## src/rtl/idct_8pt_serial.sv

```systemverilog
`default_nettype none
// +----------------------------------------------------------------------------+
// | Module      : idct_8pt_serial                                               |
// | Description : 8-point inverse DCT. One frame of 8 coefficients is loaded     |
// |               serially, reconstructed with a single time-multiplexed MAC    |
// |               against a combinational cosine ROM, then drained serially as  |
// |               rounded, saturated samples.                                   |
// |               Optional sticky clamp indicator: define IDCT_SAT_FLAG_EN.     |
// | Revision    : 1.0 - initial release                                         |
// +----------------------------------------------------------------------------+
module idct_8pt_serial #(
    parameter int COEF_W = 19,
    parameter int ROM_W  = 16,
    parameter int OUT_W  = 8,
    parameter int SHIFT  = 14
) (
    input  logic              clk,
    input  logic              rst,
    input  logic              en,
    input  logic              in_valid,
    output logic              in_ready,
    input  logic [COEF_W-1:0] in_coef,
    output logic              out_valid,
    input  logic              out_ready,
    output logic [OUT_W-1:0]  out_sample,
`ifdef IDCT_SAT_FLAG_EN
    output logic              sat_flag,
`endif
    output logic              busy
);

    localparam int c_ACC_W  = 38;
    localparam int c_PROD_W = COEF_W + ROM_W;
    localparam logic signed [c_ACC_W-1:0] c_RND = c_ACC_W'(1) <<< (SHIFT - 1);
    localparam logic signed [c_ACC_W-1:0] c_MAX = (c_ACC_W'(1) <<< (OUT_W - 1)) - c_ACC_W'(1);
    localparam logic signed [c_ACC_W-1:0] c_MIN = -(c_ACC_W'(1) <<< (OUT_W - 1));

    typedef enum logic [1:0] {
        S_LOAD  = 2'd0,
        S_CALC  = 2'd1,
        S_DRAIN = 2'd2
    } state_t;

    state_t r_state;
    state_t w_state_nxt;

    logic [2:0]                r_kcnt;
    logic [5:0]                r_icnt;
    logic [2:0]                r_ocnt;
    logic signed [COEF_W-1:0]  r_buf  [0:7];
    logic signed [OUT_W-1:0]   r_obuf [0:7];
    logic signed [c_ACC_W-1:0] r_acc;
    logic                      r_in_ready;
    logic                      r_out_valid;
    logic [OUT_W-1:0]          r_out_sample;

    logic                      w_in_fire;
    logic                      w_out_fire;
    logic [2:0]                w_n;
    logic [2:0]                w_k;
    logic signed [ROM_W-1:0]   w_rom;
    logic signed [c_PROD_W-1:0] w_prod;
    logic signed [c_ACC_W-1:0] w_acc_nxt;
    logic signed [c_ACC_W-1:0] w_rnd;
    logic signed [c_ACC_W-1:0] w_shr;
    logic signed [OUT_W-1:0]   w_res;

    // Cosine ROM in Q1.14: C[n][k] = 16384*a_k*cos((2n+1)k*pi/16), folded onto
    // one quarter-wave table of 8192*cos(m*pi/16). The 5-bit multiply wraps mod 32,
    // which is exactly the period of the cosine argument in units of pi/16.
    function automatic logic signed [ROM_W-1:0] rom_coef(input logic [5:0] addr);
        logic [4:0]              m;
        logic [4:0]              f;
        logic                    neg;
        logic signed [ROM_W-1:0] mag;
        m   = {1'b0, addr[5:3], 1'b1} * {2'b00, addr[2:0]};
        f   = (m > 5'd16) ? (5'd0 - m) : m;
        neg = (f > 5'd8);
        if (neg) begin
            f = 5'd16 - f;
        end
        case (f)
            5'd0:    mag = ROM_W'(8192);
            5'd1:    mag = ROM_W'(8035);
            5'd2:    mag = ROM_W'(7568);
            5'd3:    mag = ROM_W'(6811);
            5'd4:    mag = ROM_W'(5793);
            5'd5:    mag = ROM_W'(4551);
            5'd6:    mag = ROM_W'(3135);
            5'd7:    mag = ROM_W'(1598);
            default: mag = '0;
        endcase
        if (addr[2:0] == 3'd0) begin
            rom_coef = ROM_W'(5793);
        end else begin
            rom_coef = neg ? -mag : mag;
        end
    endfunction

    assign w_in_fire  = en && in_valid && r_in_ready && (r_state == S_LOAD);
    assign w_out_fire = en && r_out_valid && out_ready && (r_state == S_DRAIN);
    assign w_n        = r_icnt[5:3];
    assign w_k        = r_icnt[2:0];

    // MAC step: accumulator restarts at k=0, then round-half-up, shift and clamp.
    always_comb begin
        w_rom     = rom_coef({w_n, w_k});
        w_prod    = r_buf[w_k] * w_rom;
        w_acc_nxt = ((w_k == 3'd0) ? '0 : r_acc)
                    + {{(c_ACC_W - c_PROD_W){w_prod[c_PROD_W-1]}}, w_prod};
        w_rnd     = w_acc_nxt + c_RND;
        w_shr     = w_rnd >>> SHIFT;
        if (w_shr > c_MAX) begin
            w_res = {1'b0, {(OUT_W - 1){1'b1}}};
        end else if (w_shr < c_MIN) begin
            w_res = {1'b1, {(OUT_W - 1){1'b0}}};
        end else begin
            w_res = w_shr[OUT_W-1:0];
        end
    end

    // Next-state decision; every transition already requires en.
    always_comb begin
        w_state_nxt = r_state;
        case (r_state)
            S_LOAD:  if (w_in_fire && (r_kcnt == 3'd7)) w_state_nxt = S_CALC;
            S_CALC:  if (en && (r_icnt == 6'd63))       w_state_nxt = S_DRAIN;
            S_DRAIN: if (w_out_fire && (r_ocnt == 3'd7)) w_state_nxt = S_LOAD;
            default: w_state_nxt = S_LOAD;
        endcase
    end

    // State register.
    always_ff @(posedge clk or posedge rst) begin
        if (rst) begin
            r_state <= S_LOAD;
        end else begin
            r_state <= w_state_nxt;
        end
    end

    // Datapath: load buffer, MAC/accumulate into obuf, serial drain; frozen when en=0.
    always_ff @(posedge clk or posedge rst) begin
        if (rst) begin
            r_kcnt       <= '0;
            r_icnt       <= '0;
            r_ocnt       <= '0;
            r_acc        <= '0;
            r_in_ready   <= 1'b0;
            r_out_valid  <= 1'b0;
            r_out_sample <= '0;
            for (int i = 0; i < 8; i++) begin
                r_buf[i]  <= '0;
                r_obuf[i] <= '0;
            end
        end else if (en) begin
            case (r_state)
                S_LOAD: begin
                    r_in_ready <= 1'b1;
                    if (w_in_fire) begin
                        r_buf[r_kcnt] <= $signed(in_coef);
                        r_kcnt        <= r_kcnt + 3'd1;
                        if (r_kcnt == 3'd7) begin
                            r_in_ready <= 1'b0;
                        end
                    end
                end
                S_CALC: begin
                    r_acc  <= w_acc_nxt;
                    r_icnt <= r_icnt + 6'd1;
                    if (w_k == 3'd7) begin
                        r_obuf[w_n] <= w_res;
                    end
                end
                S_DRAIN: begin
                    if (!r_out_valid) begin
                        r_out_valid  <= 1'b1;
                        r_out_sample <= r_obuf[r_ocnt];
                    end else if (out_ready) begin
                        r_ocnt <= r_ocnt + 3'd1;
                        if (r_ocnt == 3'd7) begin
                            r_out_valid <= 1'b0;
                            r_in_ready  <= 1'b1;
                        end else begin
                            r_out_sample <= r_obuf[r_ocnt + 3'd1];
                        end
                    end
                end
                default: begin
                    r_in_ready <= 1'b0;
                end
            endcase
        end
    end

`ifdef IDCT_SAT_FLAG_EN
    logic w_clamp;
    logic r_sat_flag;

    assign w_clamp = (w_shr > c_MAX) || (w_shr < c_MIN);

    // Sticky clamp indicator, cleared when a new frame starts loading.
    always_ff @(posedge clk or posedge rst) begin
        if (rst) begin
            r_sat_flag <= 1'b0;
        end else if (en) begin
            if ((r_state == S_CALC) && (w_k == 3'd7) && w_clamp) begin
                r_sat_flag <= 1'b1;
            end else if (w_in_fire && (r_kcnt == 3'd0)) begin
                r_sat_flag <= 1'b0;
            end
        end
    end

    assign sat_flag = r_sat_flag;
`endif

    assign in_ready   = r_in_ready;
    assign out_valid  = r_out_valid;
    assign out_sample = r_out_sample;
    assign busy       = (r_state != S_LOAD);

endmodule
`default_nettype wire

```

## config.mk

```make
export PLATFORM = sky130hd
export DESIGN_NAME = idct_8pt_serial
export DESIGN_NICKNAME = d
export VERILOG_FILES = /design/src/rtl/idct_8pt_serial.sv
export SDC_FILE = /design/constraint.sdc
export NUM_CORES = 2
export LEC_CHECK = 0
export BUFFER_PORTS_ARGS = -buffer_cell sky130_fd_sc_hd__buf_2
export CAP_MARGIN = 5
export CORE_MARGIN = 5
export CORE_UTILIZATION = 55
export DETAILED_ROUTE_END_ITERATION = 7
export PLACE_DENSITY_LB_ADDON = 0.05
export SYNTH_ARGS = -nofsm -noshare
export SYNTH_HDL_FRONTEND = slang
export SYNTH_SLANG_ARGS = --single-unit
export TNS_END_PERCENT = 10
```

## constraint.sdc

```tcl
create_clock -name clk -period 26 [get_ports clk]
set_input_delay 5.2 -clock clk [delete_from_list [all_inputs] [get_ports clk]]
set_output_delay 5.2 -clock clk [all_outputs]
set_load 0.02 [all_outputs]
```

Word-level counts from Yosys, hierarchy flattened
Memory sizes are Yosys's and may differ from the RTL's.
Cells that the tools add are included.
- flip-flop bits (word level): 278
- latch bits: 0
- RAM bits: 0
- bits in read-only memories: 112
- input port bits: 24
- output and inout bits: 11
- word-level logic and storage cells: 128
- memories: 1
- memories (name ; depth ; bits a word ; rd ports ; clocked after memory_dff ; write ports ; RTL line ; source):
    (no name shown) ; 8 ; 14 ; 1 ; 0 ; 0 ; 82 ; case (f)
- $add $sub $neg: 8
- multiply operators: 2
- divide/modulo/power cells: 0
- $lt $le $gt $ge: 11
- equality and inequality tests: 14
- shift-type cells: 0
- mux-type cells: 39
- bitwise logic cells: 6
- reduce and logical (&&, ||, !) cells: 23
- operator list (kind ; count):
    $bwmux W152 ; 1
    $mux W8 ; 10
    $bwmux W64 ; 1
    $bmux W19 S3 ; 1
    $demux W19 S3 ; 1
    $mux W19 ; 3
    $bmux W8 S3 ; 2
    $mux W16 ; 3
    $add A38 B15 Y38 const B ; 1
    $add A38 B38 Y38 ; 1
    $mux W38 ; 1
    $mul A19 B16 Y35 ; 1
    $demux W8 S3 ; 1
    $gt A24 B8 Y1 const B ; 1
    $lt A24 B8 Y1 const B ; 1
    $ge A4 B4 Y1 const B ; 5
    $not A3 Y4 ; 5
    $neg A16 Y16 ; 1
    $logic_and A1 B1 Y1 ; 11
    $mux W5 ; 2
    $ne A2 B2 Y1 const B ; 5
    $eq A3 B3 Y1 const B ; 3
    $reduce_and A3 Y1 ; 3
    $lt A4 B1 Y1 const B ; 2
    22 further kinds ; 37

Longest topological paths before layout
- depth in word-level cells: 17
- gate-level depth with buffers: 69
- gate-level depth less buffers: 64

Worst setup path before layout
No wires, ideal clock.
- path kind: register to register
- start: register r_icnt[0]
- end: register r_obuf[24] (netlist name)
- setup time: 68 ps
- arrival: 15348 ps
- data required time: 25932 ps
- setup slack: 10584 ps
- stages on the path, launching flop included: 67
- path buffers: 6
- clock period less this slack: 15416 ps
- path through: dfrtp_1 -> clkbuf_1 -> buf_1 -> clkbuf_1 -> nand2_1 -> fa_1 -> inv_1 -> ha_1 -> fa_1 -> xnor2_1 -> xnor3_1 -> nor2_1 -> mux2i_1 -> ha_1 -> and2_1 -> o21a_1 -> nor2_1 -> a21oi_1 -> [... 31 more ...] -> a31oi_1 -> o21bai_1 -> xor2_1 -> ha_1 -> clkbuf_1 -> and4_1 -> a21oi_1 -> o22ai_1 -> or3b_1 -> o311a_1 -> a311oi_1 -> xor2_1 -> or2_2 -> nor3_2 -> xor2_2 -> o31ai_4 -> a21oi_2 -> mux2_2
- cells in the longest elaborated chain, start to end: 17
- elaborated cells on any way between the ends: 29
- classes of those cells: add/sub (5); mul (2); order compare (4); eq/ne (1); mux (12); bitwise (1); reduce/logical (3); memory (1)
- RTL lines (element ; RTL line ; source):
    start: declaration ; 48 ; logic [5:0] r_icnt;
    start signal: assignment ; 170 ; r_icnt <= r_icnt + 6'd1;
    $mul A4 B3 Y5 ; 76 ; m = {1'b0, addr[5:3], 1'b1} * {2'b00, addr[2:0]};
    $sub A1 B5 Y5 / $gt A5 B5 Y1 (equally long branches) ; 77 ; f = (m > 5'd16) ? (5'd0 - m) : m;
    $mux W5 ; 77 ;
    $sub A5 B5 Y5 / $gt A5 B4 Y1 (equally long branches) ; 80, 78 ;
    $mux W5 ; 79 ; if (neg) begin
    $mem_v2 Z8 W14 / $logic_not A2 Y1 (equally long branches) ; -- ;
    $mux W16 ; 82 ;
    $neg A16 Y16 ; 96 ; rom_coef = neg ? -mag : mag;
    $mux W16 ; 96 ;
    $mux W16 ; 93 ; if (addr[2:0] == 3'd0) begin
    $mul A19 B16 Y35 ; 108 ; w_prod = r_buf[w_k] * w_rom;
    $add A38 B38 Y38 ; 110 ; + {{(c_ACC_W - c_PROD_W){w_prod[c_PROD_W-1]}}, w_prod};
    $add A38 B15 Y38 ; 111 ; w_rnd = w_acc_nxt + c_RND;
    $lt A24 B8 Y1 ; 115 ; end else if (w_shr < c_MIN) begin
    $mux W8 ; 115 ;
    $mux W8 ; 113 ; if (w_shr > c_MAX) begin
    $bwmux W64 ; 172 ; r_obuf[w_n] <= w_res;
    end signal: indexed assignment ; 172 ;
    end: declaration ; 51 ; logic signed [OUT_W-1:0] r_obuf [0:7];
Several ways; a longest one is shown, not always the timed one. The select of a mux whose other input is x is not followed.
A chain may end at the register's enable or synchronous reset.

Worst setup path after layout
- start: register r_icnt[0]
- end: register r_obuf[54] (netlist name)
The elaborated chain is that of the path after synthesis.

==> summary.md <==
The tools report the total count of max-transition violations in the final report as 0. For the number of setup buffers added after CTS, the log shows 0. For the finished layout, the period the worst path requires is 18.45 ns. After detailed routing, the wire length on met1 is 30900 um. After filler insertion, the fill cell instance count of the layout stands at 4427.

The clock net in this run drives a total of 278 sinks. STA classifies the critical path startpoint as a register. The post-synthesis instance area is 0.0277 mm^2.

Clock latency on the worst-skew pair, taken at its later pin, is 0.55 ns. The tools report the reg-to-reg critical path endpoint as r_obuf[54]. The cell row count is 82, and the global-route wire length before repair is 116000 um. For this block, the via count after detailed routing is 20.1k.

The routed design has 70800 um of wire. Hold repair after CTS inserted 0 buffers. The number of warnings issued by yosys was 0; the final-stage net count was 3203. The number of synthesized register bits works out to 278. For the clock skew, the log shows 0.0231 ns. Setup slack on the worst reg-to-reg path comes out at 7.55 ns. In this run the vertical extent of the chip is 234 um. The number of nets in the synthesized netlist is 3216. In this run the remaining antenna-violating nets after routing total 0. The clock buffer count from CTS is 34. In the routed layout, each cell is associated on average with a via count of 5.87. The setup total negative slack was 0 ns; the maximum level of the CTS H-tree was 2. Setup violations remaining at the end of the flow were counted as 0. The tools report the number of design-rule violations left by the first detailed-router iteration as 1164. STA classifies the critical path endpoint as a register. The type of the most critical hold path was reg2reg.

The highest metal layer with signal wires is met5. The ratio of final minimum period to clock period is 0.710, and the number of distinct library cells after synthesis is 81. Endpoint of the most critical setup path: r_obuf[54].

For the die area, the log shows 0.0549 mm^2. The cell count after synthesis came out at 2745. The die extent in x was 234 um. The logs give 0.252 for the sequential area share after synthesis and 0 for the count of unresolved DRC violations after routing.

At the end of routability-driven placement, the weighted congestion stood at 0.947. Average instance area after synthesis: 10.1 um^2. TritonCTS built the clock tree.

The data required time of the critical path was 26.49 ns. At the worst endpoint, the arrival time is 18.94 ns. The number of gates resized after CTS was 0.

The final antenna diode count was 0. The number of enable flip-flop cells after synthesis came out at 0. For this run, the leading register cell type out of synthesis is dfrtp_1. The number of cells on the worst reg-to-reg path is 59. Based on the critical path, the design can be clocked at up to 54.2 MHz. In this design, the stage delay of the slowest critical-path cell is 0.92 ns. The number of max-cap violations is 0, and the maximum clock insertion buffer count is 3.

The tools report the initial core utilization as 0.554. The number of endpoints with negative hold slack in the final report is 0, and the detailed route wirelength on metal2 is 34200 um. Setup repair after global routing left no endpoint under its margin.

The number of antenna violations at the first check in global routing is 1, and the fraction of layout cells with a size suffix above 1 is 0.165. The tools report the placed wire-length estimate after detailed placement as 53400 um. The worst setup path is of the reg2reg kind. Wire segments on met3 add up to 3590 um in the final route. After clock tree synthesis, the clock-pin slew on the worst setup and hold paths is 0.06 ns. The maximum number of pins on one net before global-route repair was 130. For the first-pass detailed-route iteration total, the log shows 8. For the pin with the worst max-slew slack, the measured transition is 1.15 ns.

The share of async-settable or async-resettable flops after synthesis is 1.00. The slowest stage of the critical path is the nor4bb_1 cell. Along the worst path, the maximum fanout reaches 37. The tools report the library cell used as clock root buffer as clkbuf_16.

The most critical setup path has its startpoint at r_icnt[0]. The total routing resource utilization after global routing is 0.268. The tools report the source of the worst register-to-register timing path as r_icnt[0]. The flow ran to the end, and the final reports show no timing, DRC or antenna violations. Cell with the most instances on the worst path: fa_1.

The core region is 0.0500 mm^2. In this run the tool buffered the top-level ports with 34 buffer cells. For this run the aggregate overflow at the end of global routing stands at 0. For the number of global-route vias before repair, the log shows 21.3k. The relative max-transition margin came out at 0.233. The area growth from synthesis to final layout was 7.20%. During I/O placement, the number of pins put on the boundary was 35.

The routed length per placed instance works out to 20.7 um.
[worst max-delay path: cells and delay by family (launching register included)]
kind | cells | cell delay (ns)
fa+ha+maj | 13 | 5.36
buf+inv | 6 | 0.90
flops | 1 | 0.73
mux | 2 | 0.66
simple gates | 9 | 2.79
compound gates | 23 | 5.82
xor+xnor | 6 | 2.07
[layer usage]
metal / GRT usage / vias to the layer above
met3: 0.0395 / 126
met4: 0.0813 / 2
met1: 0.368 / 10300
li1: - / 9128
met2: 0.448 / 514
met5: 0 / -
[cells by family after synthesis]
group / Yosys count / synth area share
buffers and inverters: 491 / 0.0670
flip-flops: 278 / 0.252
AO/OA/AOI/OAI: 342 / 0.0800
adder cells (fa/ha/maj): 447 / 0.286
AND/OR/NAND/NOR: 786 / 0.132
XOR/XNOR: 93 / 0.0307
multiplexers: 308 / 0.153
[sequential cells by signal, summed over array words and instances (netlist names)]
| name | flops |
|---|---|
| r_acc | 38 |
| r_buf | 152 |
| in_ready | 1 |
| r_icnt | 6 |
| r_state | 2 |
| out_valid | 1 |
| r_kcnt | 3 |
| r_ocnt | 3 |
| out_sample | 8 |
| r_obuf | 64 |
[cell usage in the layout, fill, tap and decap left out, types with 35 or more instances in the layout]
cell type,n
nand3_1,62
o21ai_0,75
dfrtp_1,276
mux4_2,70
xnor2_1,60
fa_1,308
a21oi_1,103
nor2b_1,61
ha_1,139
nor2_1,186
and2_1,35
inv_1,376
nand2_1,302
mux2_2,224
[per-stage QoR]
step | cell area (um^2) | cells | utilization | worst slack, ns | hold slack [ns]
finish | 29700 | 3428 | 0.593 | 7.55 | 0.464
global route | 29700 | 3428 | 0.593 | 6.38 | 0.489
CTS | 29700 | 3428 | 0.593 | 7.65 | 0.469
detailed placement | 28500 | 3368 | 0.571 | 7.67 | 0.455
global placement | 28500 | 3368 | 0.571 | 8.37 | 0.449
floorplan | 27700 | 2745 | - | 10.58 | 0.438
[cells in the mapped netlist, types with 20 or more instances]
cell type  count  area [um^2]
and2_1        35          219
a21o_1        24          180
xnor2_1       60          526
clkbuf_1      81          304
o21ai_0       75          375
nand3_1       62          310
inv_1        377         1420
nor2_1       186          698
nand2_1      303         1140
dfrtp_1      278         6960
nor3_1        33          165
fa_1         308         6170
ha_1         139         1740
buf_1         24         90.1
a211oi_1      20          150
mux4_2        70         1580
mux2_2       224         2520
a21oi_1      103          515
nor2b_1       62          388
xor2_1        30          263
[worst min-delay path by stage]
stage,startpoint,end,slack (ns),depth (start not counted)
4_1_cts,r_acc[1],r_acc[1],0.47,2
6_report,r_acc[0],r_acc[0],0.46,2
2_1_floorplan,r_acc[0],r_acc[0],0.44,2
3_3_place_gp,r_acc[0],r_acc[0],0.45,2
5_1_grt,r_acc[0],r_acc[0],0.49,2
3_5_place_dp,r_acc[1],r_acc[1],0.46,2
[final cells by class]
type | count | area, um^2 | share of cell area
well taps | 672 | 841 | 0.0284
inverters | 378 | 1430 | 0.0481
repair buffers | 64 | 395 | 0.0133
clock inverters | 11 | 159 | 0.00536
clock buffers | 49 | 977 | 0.0330
multi-input cells | 1976 | 18900 | 0.637
flip-flops and latches | 278 | 6960 | 0.235
Power is left out: the tool's default activity adds up to more than one toggle a clock period on the data nets, which glitch-free logic cannot reach.
